### src/rtl/add_drv_chk_pkg.sv
// Shared types and constants for the adder operand driver / result checker.
package add_chk_pkg;

    localparam int ADD_W     = 4;
    localparam int ADD_SUM_W = ADD_W + 1;

    localparam logic [7:0] LFSR_SEED = 8'hA5;
    // Taps 8,6,5,4 in 1-based numbering map to bits 7,5,4,3.
    localparam logic [7:0] LFSR_TAPS = 8'b1011_1000;

    typedef enum logic [1:0] {
        IDLE,
        DRIVE,
        DRAIN,
        DONE
    } state_t;

    typedef struct packed {
        logic                 valid;
        logic [7:0]           idx;
        logic [ADD_SUM_W-1:0] sum;
    } exp_t;

    function automatic logic [7:0] lfsr_step(input logic [7:0] s);
        return {s[6:0], ^(s & LFSR_TAPS)};
    endfunction

endpackage

### src/rtl/add_drv_chk_exp_pipe.sv
// LAT-deep shift register of expected results, synchronously cleared on reset or run start.
module add_exp_pipe
    import add_chk_pkg::*;
#(
    parameter int LAT = 1
) (
    input  logic clk,
    input  logic rst_n,
    input  logic clr_i,
    input  exp_t push_i,
    output exp_t pop_o
);
    exp_t stage_q [LAT];

    always_ff @(posedge clk) begin
        if (!rst_n || clr_i) begin
            for (int unsigned i = 0; i < LAT; i++) stage_q[i] <= '0;
        end else begin
            stage_q[0] <= push_i;
            for (int unsigned i = 1; i < LAT; i++) stage_q[i] <= stage_q[i-1];
        end
    end

    assign pop_o = stage_q[LAT-1];

endmodule

### config.mk
export PLATFORM = sky130hd
export DESIGN_NAME = add_exp_pipe
export DESIGN_NICKNAME = d
export VERILOG_FILES = /design/src/rtl/add_drv_chk_pkg.sv /design/src/rtl/add_drv_chk_exp_pipe.sv
export SDC_FILE = /design/constraint.sdc
export NUM_CORES = 1
export LEC_CHECK = 0
export BUFFER_PORTS_ARGS = -buffer_cell sky130_fd_sc_hd__clkbuf_2
export CAP_MARGIN = 20
export CELL_PAD_IN_SITES_DETAIL_PLACEMENT = 2
export CELL_PAD_IN_SITES_GLOBAL_PLACEMENT = 2
export CORE_ASPECT_RATIO = 1.2
export CORE_MARGIN = 5
export CORE_UTILIZATION = 21
export DETAILED_ROUTE_END_ITERATION = 12
export PLACE_DENSITY = 0.76
export SYNTH_ARGS = -nofsm -noshare
export SYNTH_HDL_FRONTEND = slang
export SYNTH_SLANG_ARGS = --single-unit
### constraint.sdc
create_clock -name clk -period 0.8 [get_ports clk]
set_input_delay 0.04 -clock clk [delete_from_list [all_inputs] [get_ports clk]]
set_output_delay 0.04 -clock clk [all_outputs]
set_load 0.01 [all_outputs]
==> flow_summary.yaml, run 1 <==
logic_synthesis:
  seq_area_frac_synth: 0.6569
  synthesis.instances: 30
  post_synth_fa_ha_maj_area_fraction: 0
  yosysWarningCount: 0
  synthDominantAreaCellType: "sky130_fd_sc_hd__dfxtp_1"
  post_synth_mux_area_share: 0
  simple_gate_share_of_the_synthesized_area: 0.2991
  mappedNetlistNets: 47
  netlist_top_cells_area: "sky130_fd_sc_hd__dfxtp_1 (66%), sky130_fd_sc_hd__and3b_1 (21%), sky130_fd_sc_hd__and3b_2 (9.4%)"
  postSynthAreaPerCell_um2: 14.22
  post_synth_num_cell_types: 5
  synth_xor_xnor_area_share: 0
  synth_area_um2: 426.7
  synth_compound_area_frac: 0
  ys_seq_elements: 14
  synth_top_area_frac: 0.6569
  main_combinational_cell_family_by_area_after_synthesis: "simple AND/OR/NAND/NOR gates"
finish:
  flow.area_growth_from_synthesis_pct: 57.18
  layout_top_registers: "stage_q (14)"
  top_register: "stage_q"
  fill_cells: 226
  largest_register_ff_count: 14
  drive_above_1_share: 0.6875
  num_antenna_cells: 0
  final_nets: 82
detailed_routing:
  drc: 0
  dr_total_vias: 355
  route.antenna.remaining_nets: 0
  detail_route.first_pass.iterations: 2
  avgViaCountPerCell: 4.277
  drt_wl_total_um: 1085
  route.detailed.wl_per_inst_um: 13.07
  first_iter_violations: 2
setup_path:
  path_delay_family: "flip-flops"
  critPathBufInv: 1
  cp-startpoint: "stage_q[0][4]"
  kind_of_critical_path: "reg -> out"
  worstPathMaxFanout: 1
  start_kind: "flop"
  worstPathArrival_ps: 710
  endpoint_kind: "primary output"
  crit_path_cell_trace: "clkbuf_2"
  critPathRequiredTime_ps: 760
  timing.critical_path.slowest_cell_delay_ps: 320
  worst_path_max_delay_cell: "sky130_fd_sc_hd__dfxtp_2"
clocking:
  numCtsBuffers: 3
  cts_max_level: 1
  ctsLongestPathBuffers: 2
  tritoncts: "built"
  worst_path_clk_slew_ps: 80
  cts_root_buf: "sky130_fd_sc_hd__clkbuf_4"
  numClockSinks: 14
  cts_setup_buffers: 0
placed_design:
  gpl.final_weighted_congestion: 0.6373
  dp.final_hpwl_um: 844
  place.port_buffers: 30
  dpl_worst_slack_ps: 213.7
timing:
  timing.final.crit_share: 0.9414
  finalHoldViolCount: 0
  rsz_0062_raised_after_global_routing: "no"
  layout_min_cycle_time_ps: 753.1
  fmax_mhz: 1328
  worstMarginPinSlew_ps: 198.3
  max-slew-margin-rel: 0.8678
  finalSetupViolations: 0
  setup_slack_ps: 46.90
  slew_violations: 0
  totalNegativeSetupSlack_ps: 0
grt:
  overall_fraction_of_global_route_tracks_in_use: 0.08264
  grt_antenna_before_repair: 0
  grt_first_pass_wirelength_um: 1787
  grt_remaining_overflow: 0
  via_count_of_the_first_global_routing_pass: 409
  maximum_number_of_pins_on_one_net_before_global_route_repair: 15
floorplanning:
  chipHeight_um: 59.38
  initial_utilization: 0.2254
  io-pin-count: 31
  die_w_um: 51.15
  row_count: 17
  design.die.area_um2: 3037
  core-area_um2: 1893
hold_path:
  hold_path.class: "in -> reg"
  timing.hold.worst.start: "push_i[8]"
power:
  ir_drop_v: 0.0008741
  power.static_leakage_nw: 0.3817
  p_per_area_nw_per_um2: 2035
flow_run:
  max_cap_viol_count: 0
run_status:
  status: "completed"
## final cells by class
class / instances / area, um^2 / area share
sequential: 14 / 287.8 / 0.4291
tap: 19 / 23.77 / 0.03545
timing repair buffer: 32 / 195.2 / 0.2910
multi-input combinational: 14 / 127.6 / 0.1903
clock buffer: 4 / 36.28 / 0.05410
## cells in the mapped netlist
library cell / number
sky130_fd_sc_hd__dfxtp_1: 14
sky130_fd_sc_hd__and3b_1: 10
sky130_fd_sc_hd__and3b_2: 4
sky130_fd_sc_hd__buf_6: 1
sky130_fd_sc_hd__buf_4: 1
## metal layers
layer	wire length (um)	track usage	vias to the layer above
li1	-	-	169
met1	391	0.07751	161
met2	529	0.1381	25
met3	164	0.07305	0
met4	0	0.01154	0
met5	0	0	-
## through the flow
stage	cells	hold WS (ps)	area (um^2)	total power, W	util
detailed placement	77	295.6	581.8	0.0008722	0.3073
global placement	77	290.4	581.8	0.0008671	0.3073
CTS	81	5.826	619.3	0.001369	0.3272
finish	83	13.74	670.6	0.001365	0.3543
floorplan	30	204.0	426.7	0.0008031	-
global route	83	0.8070	670.6	0.001446	0.3543
## final timing paths
kind / end / slack [ps] / cells past startpoint
worst max-delay path: pop_o[4] / 50 / 1
worst min-delay path: stage_q[0][8] / 10 / 2
## cell families after synthesis
kind of cell           count (synthesis)
DFF                                   14
buffers and inverters                  2
and+or+nand+nor                       14
## cell usage in the layout (no fill, tap or decap)
cell type,instances
sky130_fd_sc_hd__and3b_2,4
sky130_fd_sc_hd__dfxtp_1,8
sky130_fd_sc_hd__clkbuf_4,3
sky130_fd_sc_hd__and3b_1,10
sky130_fd_sc_hd__buf_6,4
sky130_fd_sc_hd__buf_2,3
sky130_fd_sc_hd__dlygate4sd3_1,2
sky130_fd_sc_hd__clkbuf_2,23
sky130_fd_sc_hd__clkbuf_8,1
sky130_fd_sc_hd__dfxtp_2,6
## power by group
| group | switching [W] | total [W] | internal (W) |
|---|---|---|---|
| logic | 0.0000545 | 0.000137 | 0.0000823 |
| registers | 0.00000858 | 0.000735 | 0.000727 |
| clock network | 0.000216 | 0.000493 | 0.000277 |
| total | 0.000280 | 0.00136 | 0.00109 |
## repair_timing
action	4_1_cts	5_1_grt
hold buffers	0	2
resized for setup	1	16
setup endpoints to repair	1	8
endpoints found under the hold margin	0	2
Note: power is estimated with default switching activity, not from simulation.
==> run 2, diff against run 1 <==
--- a/config.mk
+++ b/config.mk
@@ -11,9 +11,9 @@
 export CELL_PAD_IN_SITES_GLOBAL_PLACEMENT = 2
 export CORE_ASPECT_RATIO = 1.2
 export CORE_MARGIN = 5
-export CORE_UTILIZATION = 21
+export CORE_UTILIZATION = 23
 export DETAILED_ROUTE_END_ITERATION = 12
-export PLACE_DENSITY = 0.76
+export PLACE_DENSITY = 0.82
 export SYNTH_ARGS = -nofsm -noshare
 export SYNTH_HDL_FRONTEND = slang
 export SYNTH_SLANG_ARGS = --single-unit
==> constraint.sdc (replaced) <==
create_clock -name clk -period 0.9 [get_ports clk]
set_input_delay 0.045 -clock clk [delete_from_list [all_inputs] [get_ports clk]]
set_output_delay 0.045 -clock clk [all_outputs]
set_load 0.01 [all_outputs]
==> flow_summary.yaml, run 2 (synthesized netlist as in run 1, its figures left out) <==
run_status:
  status: "completed"
timing:
  rsz_0062_raised_after_global_routing: "no"
  finalSetupViolations: 0
  slew_violations: 0
  layout_min_cycle_time_ps: 780.9
  totalNegativeSetupSlack_ps: 0
  fmax_mhz: 1281
  worstMarginPinSlew_ps: 187.2
  max-slew-margin-rel: 0.8752
  finalHoldViolCount: 0
  timing.final.crit_share: 0.8677
clocking:
  cts_root_buf: "sky130_fd_sc_hd__clkbuf_4"
  post_cts_gate_resize_count: 0
  numClockSinks: 14
  cts_max_level: 1
  cts_setup_buffers: 0
  tritoncts: "built"
  cts_hold_buf: 2
  worst_path_clk_slew_ps: 80
  numCtsBuffers: 3
  ctsLongestPathBuffers: 2
finish:
  num_antenna_cells: 0
  final_cell_mix: "sky130_fd_sc_hd__clkbuf_2 (30), sky130_fd_sc_hd__dfxtp_1 (14), sky130_fd_sc_hd__and3b_1 (10), sky130_fd_sc_hd__and3b_2 (4), sky130_fd_sc_hd__clkbuf_4 (3)"
  largest_register_ff_count: 14
  layout_top_registers: "stage_q (14)"
  postLayoutCoreUtil: 0.3529
  flow.area_growth_from_synthesis_pct: 49.56
  layout.cells.most_common: "sky130_fd_sc_hd__clkbuf_2"
  drive_above_1_share: 0.5938
  top_register: "stage_q"
  final_nets: 82
setup_path:
  kind_of_critical_path: "reg -> out"
  start_kind: "flop"
  worstPathMaxFanout: 1
  path_delay_family: "flip-flops"
  worst_path_max_delay_cell: "sky130_fd_sc_hd__dfxtp_1"
  critPathBufInv: 1
  worstPathArrival_ps: 740
  timing.critical_path.slowest_cell_delay_ps: 320
  endpoint_kind: "primary output"
  critPathRequiredTime_ps: 850
  cp-startpoint: "stage_q[0][10]"
  crit_path_cell_trace: "clkbuf_2"
floorplanning:
  core-area_um2: 1808
  die_w_um: 49.32
  initial_utilization: 0.2360
  io-pin-count: 31
  row_count: 17
  design.die.area_um2: 2820
  chipHeight_um: 57.18
grt:
  maximum_number_of_pins_on_one_net_before_global_route_repair: 15
  grt_remaining_overflow: 0
  grt_antenna_before_repair: 0
  grt_first_pass_wirelength_um: 1828
  via_count_of_the_first_global_routing_pass: 427
  overall_fraction_of_global_route_tracks_in_use: 0.08896
placed_design:
  gpl.final_weighted_congestion: 0.5995
  place.port_buffers: 30
  dp.final_hpwl_um: 863.2
hold_path:
  timing.hold.worst.start: "push_i[9]"
  hold_path.class: "in -> reg"
flow_run:
  max_cap_viol_count: 0
detailed_routing:
  detail_route.first_pass.iterations: 2
  avgViaCountPerCell: 4.313
  drc: 0
  route.antenna.remaining_nets: 0
  first_iter_violations: 1
  dr_total_vias: 358
  route.detailed.wl_per_inst_um: 12.64
  drt_wl_total_um: 1049
power:
  internal_power_w: 0.0009553
  p_per_area_nw_per_um2: 1903
  clock_power_share: 0.372
  power.static_leakage_nw: 0.3710
  ir_drop_v: 0.0006237
  design_power_total_w: 0.001214
  power.combinational.fraction: 0.092
  switching_part_of_the_total_power: 0.2132
  net-switching-power_w: 0.0002589
  p_seq_frac: 0.535
## run 2: area by class of cell
type                            instances  area, um^2
Timing Repair Buffer                   32       170.2
Clock buffer                            4       36.28
Sequential cell                        14       280.3
Multi-Input combinational cell         14       127.6
Fill cell                             212        1170
Tap cell                               19       23.77
## run 2: routing by layer
layer  up-vias  GRT usage  wire length (um)
met5         -          0                 0
met4         0    0.09231                42
met3         4    0.05483               133
met2        23     0.1455               541
met1       161    0.06709               332
li1        170          -                 -
## run 2: power by group through the flow
| stage | Clock, W | Sequential (W) | Combinational, W |
|---|---|---|---|
| after global routing | 0.000501 | 0.000653 | 0.000126 |
| after CTS | 0.000482 | 0.000651 | 0.000116 |
| final | 0.000452 | 0.000650 | 0.000112 |
| after floorplan | 0 | 0.000678 | 0.0000357 |
| after global placement | 0 | 0.000664 | 0.000106 |
| after detailed placement | 0 | 0.000665 | 0.000109 |
## run 2: stage by stage
| stage | hold WS [ps] | area, um^2 | instances | setup slack (ps) |
|---|---|---|---|---|
| 3_5_place_dp | 296.0 | 581.8 | 77 | 307.3 |
| 4_1_cts | 2.484 | 638.1 | 83 | 91.91 |
| 3_3_place_gp | 302.0 | 581.8 | 77 | 333.3 |
| 2_1_floorplan | 209.0 | 426.7 | 30 | 465.5 |
| 5_1_grt | 4.285 | 638.1 | 83 | 68.41 |
| 6_report | 16.49 | 638.1 | 83 | 119.1 |
## run 2: final timing paths
path                  depth (start not counted)       endpoint  slack (ps)
worst max-delay path                          1      pop_o[10]         120
worst min-delay path                          2  stage_q[0][9]          20
==> run 3, diff against run 2 <==
--- a/config.mk
+++ b/config.mk
@@ -14,6 +14,7 @@
 export CORE_UTILIZATION = 23
 export DETAILED_ROUTE_END_ITERATION = 12
 export PLACE_DENSITY = 0.82
+export RECOVER_POWER = 100
 export SYNTH_ARGS = -nofsm -noshare
 export SYNTH_HDL_FRONTEND = slang
 export SYNTH_SLANG_ARGS = --single-unit
==> flow_summary.yaml, run 3 (synthesized netlist as in run 1, its figures left out) <==
finish:
  layout_top_registers: "stage_q (14)"
  final_nets: 82
  layout.cells.most_common: "sky130_fd_sc_hd__clkbuf_2"
  final_cell_mix: "sky130_fd_sc_hd__clkbuf_2 (16), sky130_fd_sc_hd__clkbuf_1 (14), sky130_fd_sc_hd__dfxtp_1 (14), sky130_fd_sc_hd__and3b_1 (10), sky130_fd_sc_hd__and3b_2 (4)"
  flow.area_growth_from_synthesis_pct: 45.45
  largest_register_ff_count: 14
  drive_above_1_share: 0.3750
  num_antenna_cells: 0
  top_register: "stage_q"
floorplanning:
  core-area_um2: 1808
  chipHeight_um: 57.18
  io-pin-count: 31
  initial_utilization: 0.2360
  row_count: 17
  die_w_um: 49.32
  design.die.area_um2: 2820
setup_path:
  timing.critical_path.slowest_cell_delay_ps: 330
  kind_of_critical_path: "reg -> out"
  path_delay_family: "flip-flops"
  start_kind: "flop"
  critPathRequiredTime_ps: 850
  worstPathMaxFanout: 1
  worst_path_max_delay_cell: "sky130_fd_sc_hd__dfxtp_1"
  crit_path_cell_trace: "clkbuf_1"
  critPathBufInv: 1
  worstPathArrival_ps: 760
  endpoint_kind: "primary output"
clocking:
  ctsLongestPathBuffers: 2
  cts_max_level: 1
  cts_root_buf: "sky130_fd_sc_hd__clkbuf_4"
  tritoncts: "built"
  numCtsBuffers: 3
  numClockSinks: 14
  worst_path_clk_slew_ps: 80
run_status:
  status: "completed"
timing:
  timing.final.crit_share: 0.8958
  finalSetupViolations: 0
  max-slew-margin-rel: 0.7397
  rsz_0062_raised_after_global_routing: "no"
  fmax_mhz: 1240
  totalNegativeSetupSlack_ps: 0
  slew_violations: 0
  finalHoldViolCount: 0
  layout_min_cycle_time_ps: 806.2
  setup_slack_ps: 93.79
  hold_ws_ps: 16.28
  worstMarginPinSlew_ps: 390.4
placed_design:
  gpl.final_weighted_congestion: 0.5995
  dp.final_hpwl_um: 863.2
  dpl_worst_slack_ps: 307.3
  place.port_buffers: 30
detailed_routing:
  drc: 0
  route.detailed.wl_per_inst_um: 12.84
  dr_total_vias: 357
  detail_route.first_pass.iterations: 2
  route.antenna.remaining_nets: 0
  avgViaCountPerCell: 4.301
  first_iter_violations: 1
  drt_wl_total_um: 1066
power:
  ir_drop_v: 0.0006349
  p_per_area_nw_per_um2: 1947
  power.static_leakage_nw: 0.3245
grt:
  grt_remaining_overflow: 0
  grt_antenna_before_repair: 0
  via_count_of_the_first_global_routing_pass: 427
  overall_fraction_of_global_route_tracks_in_use: 0.08896
  grt_first_pass_wirelength_um: 1828
  maximum_number_of_pins_on_one_net_before_global_route_repair: 15
hold_path:
  hold_path.class: "in -> reg"
flow_run:
  max_cap_viol_count: 0
==> run 3: cell counts in the layout (fill, tap and decap cells not counted) <==
No cell type changed its count.
==> run 3: stage by stage <==
step	power [W]	instances	instance area (um^2)	utilization
floorplan	0.0007139	30	426.7	-
global placement	0.0007702	77	581.8	0.3218
detailed placement	0.0007741	77	581.8	0.3218
CTS	0.001249	83	638.1	0.3529
global route	0.001273	83	620.6	0.3433
finish	0.001209	83	620.6	0.3433
==> run 3: metal layers <==
metal | GRT usage | up-vias | routed length, um
met5 | 0 | - | 0
met4 | 0.09231 | 0 | 42
met3 | 0.05483 | 4 | 139
met2 | 0.1455 | 23 | 543
met1 | 0.06709 | 160 | 342
li1 | - | 170 | -
==> run 3: layout make-up <==
cell class | count | area (um^2)
Clock buffer | 4 | 36.28
Tap cell | 19 | 23.77
Fill cell | 222 | 1187
Timing Repair Buffer | 32 | 152.6
Sequential cell | 14 | 280.3
Multi-Input combinational cell | 14 | 127.6
==> run 3: final timing paths <==
check / from / endpoint / slack (ps) / cells after the start
setup / recovery: stage_q[0][6] / pop_o[6] / 90 / 1
hold / removal: push_i[9] / stage_q[0][9] / 20 / 2
==> run 3: what timing repair did <==
item                                   4_1_cts  5_1_grt
hold buffers                                 2        0
endpoints found under the hold margin        2        0
buffers inserted                             0        0
gates resized for setup                      0        0
==> run 3: power by group <==
group	internal [W]	switching [W]	leakage [nW]	total (W)
Combinational	0.0000588	0.0000474	0.189	0.000106
Clock	0.000246	0.000206	0.0210	0.000452
Sequential	0.000644	0.00000623	0.115	0.000650
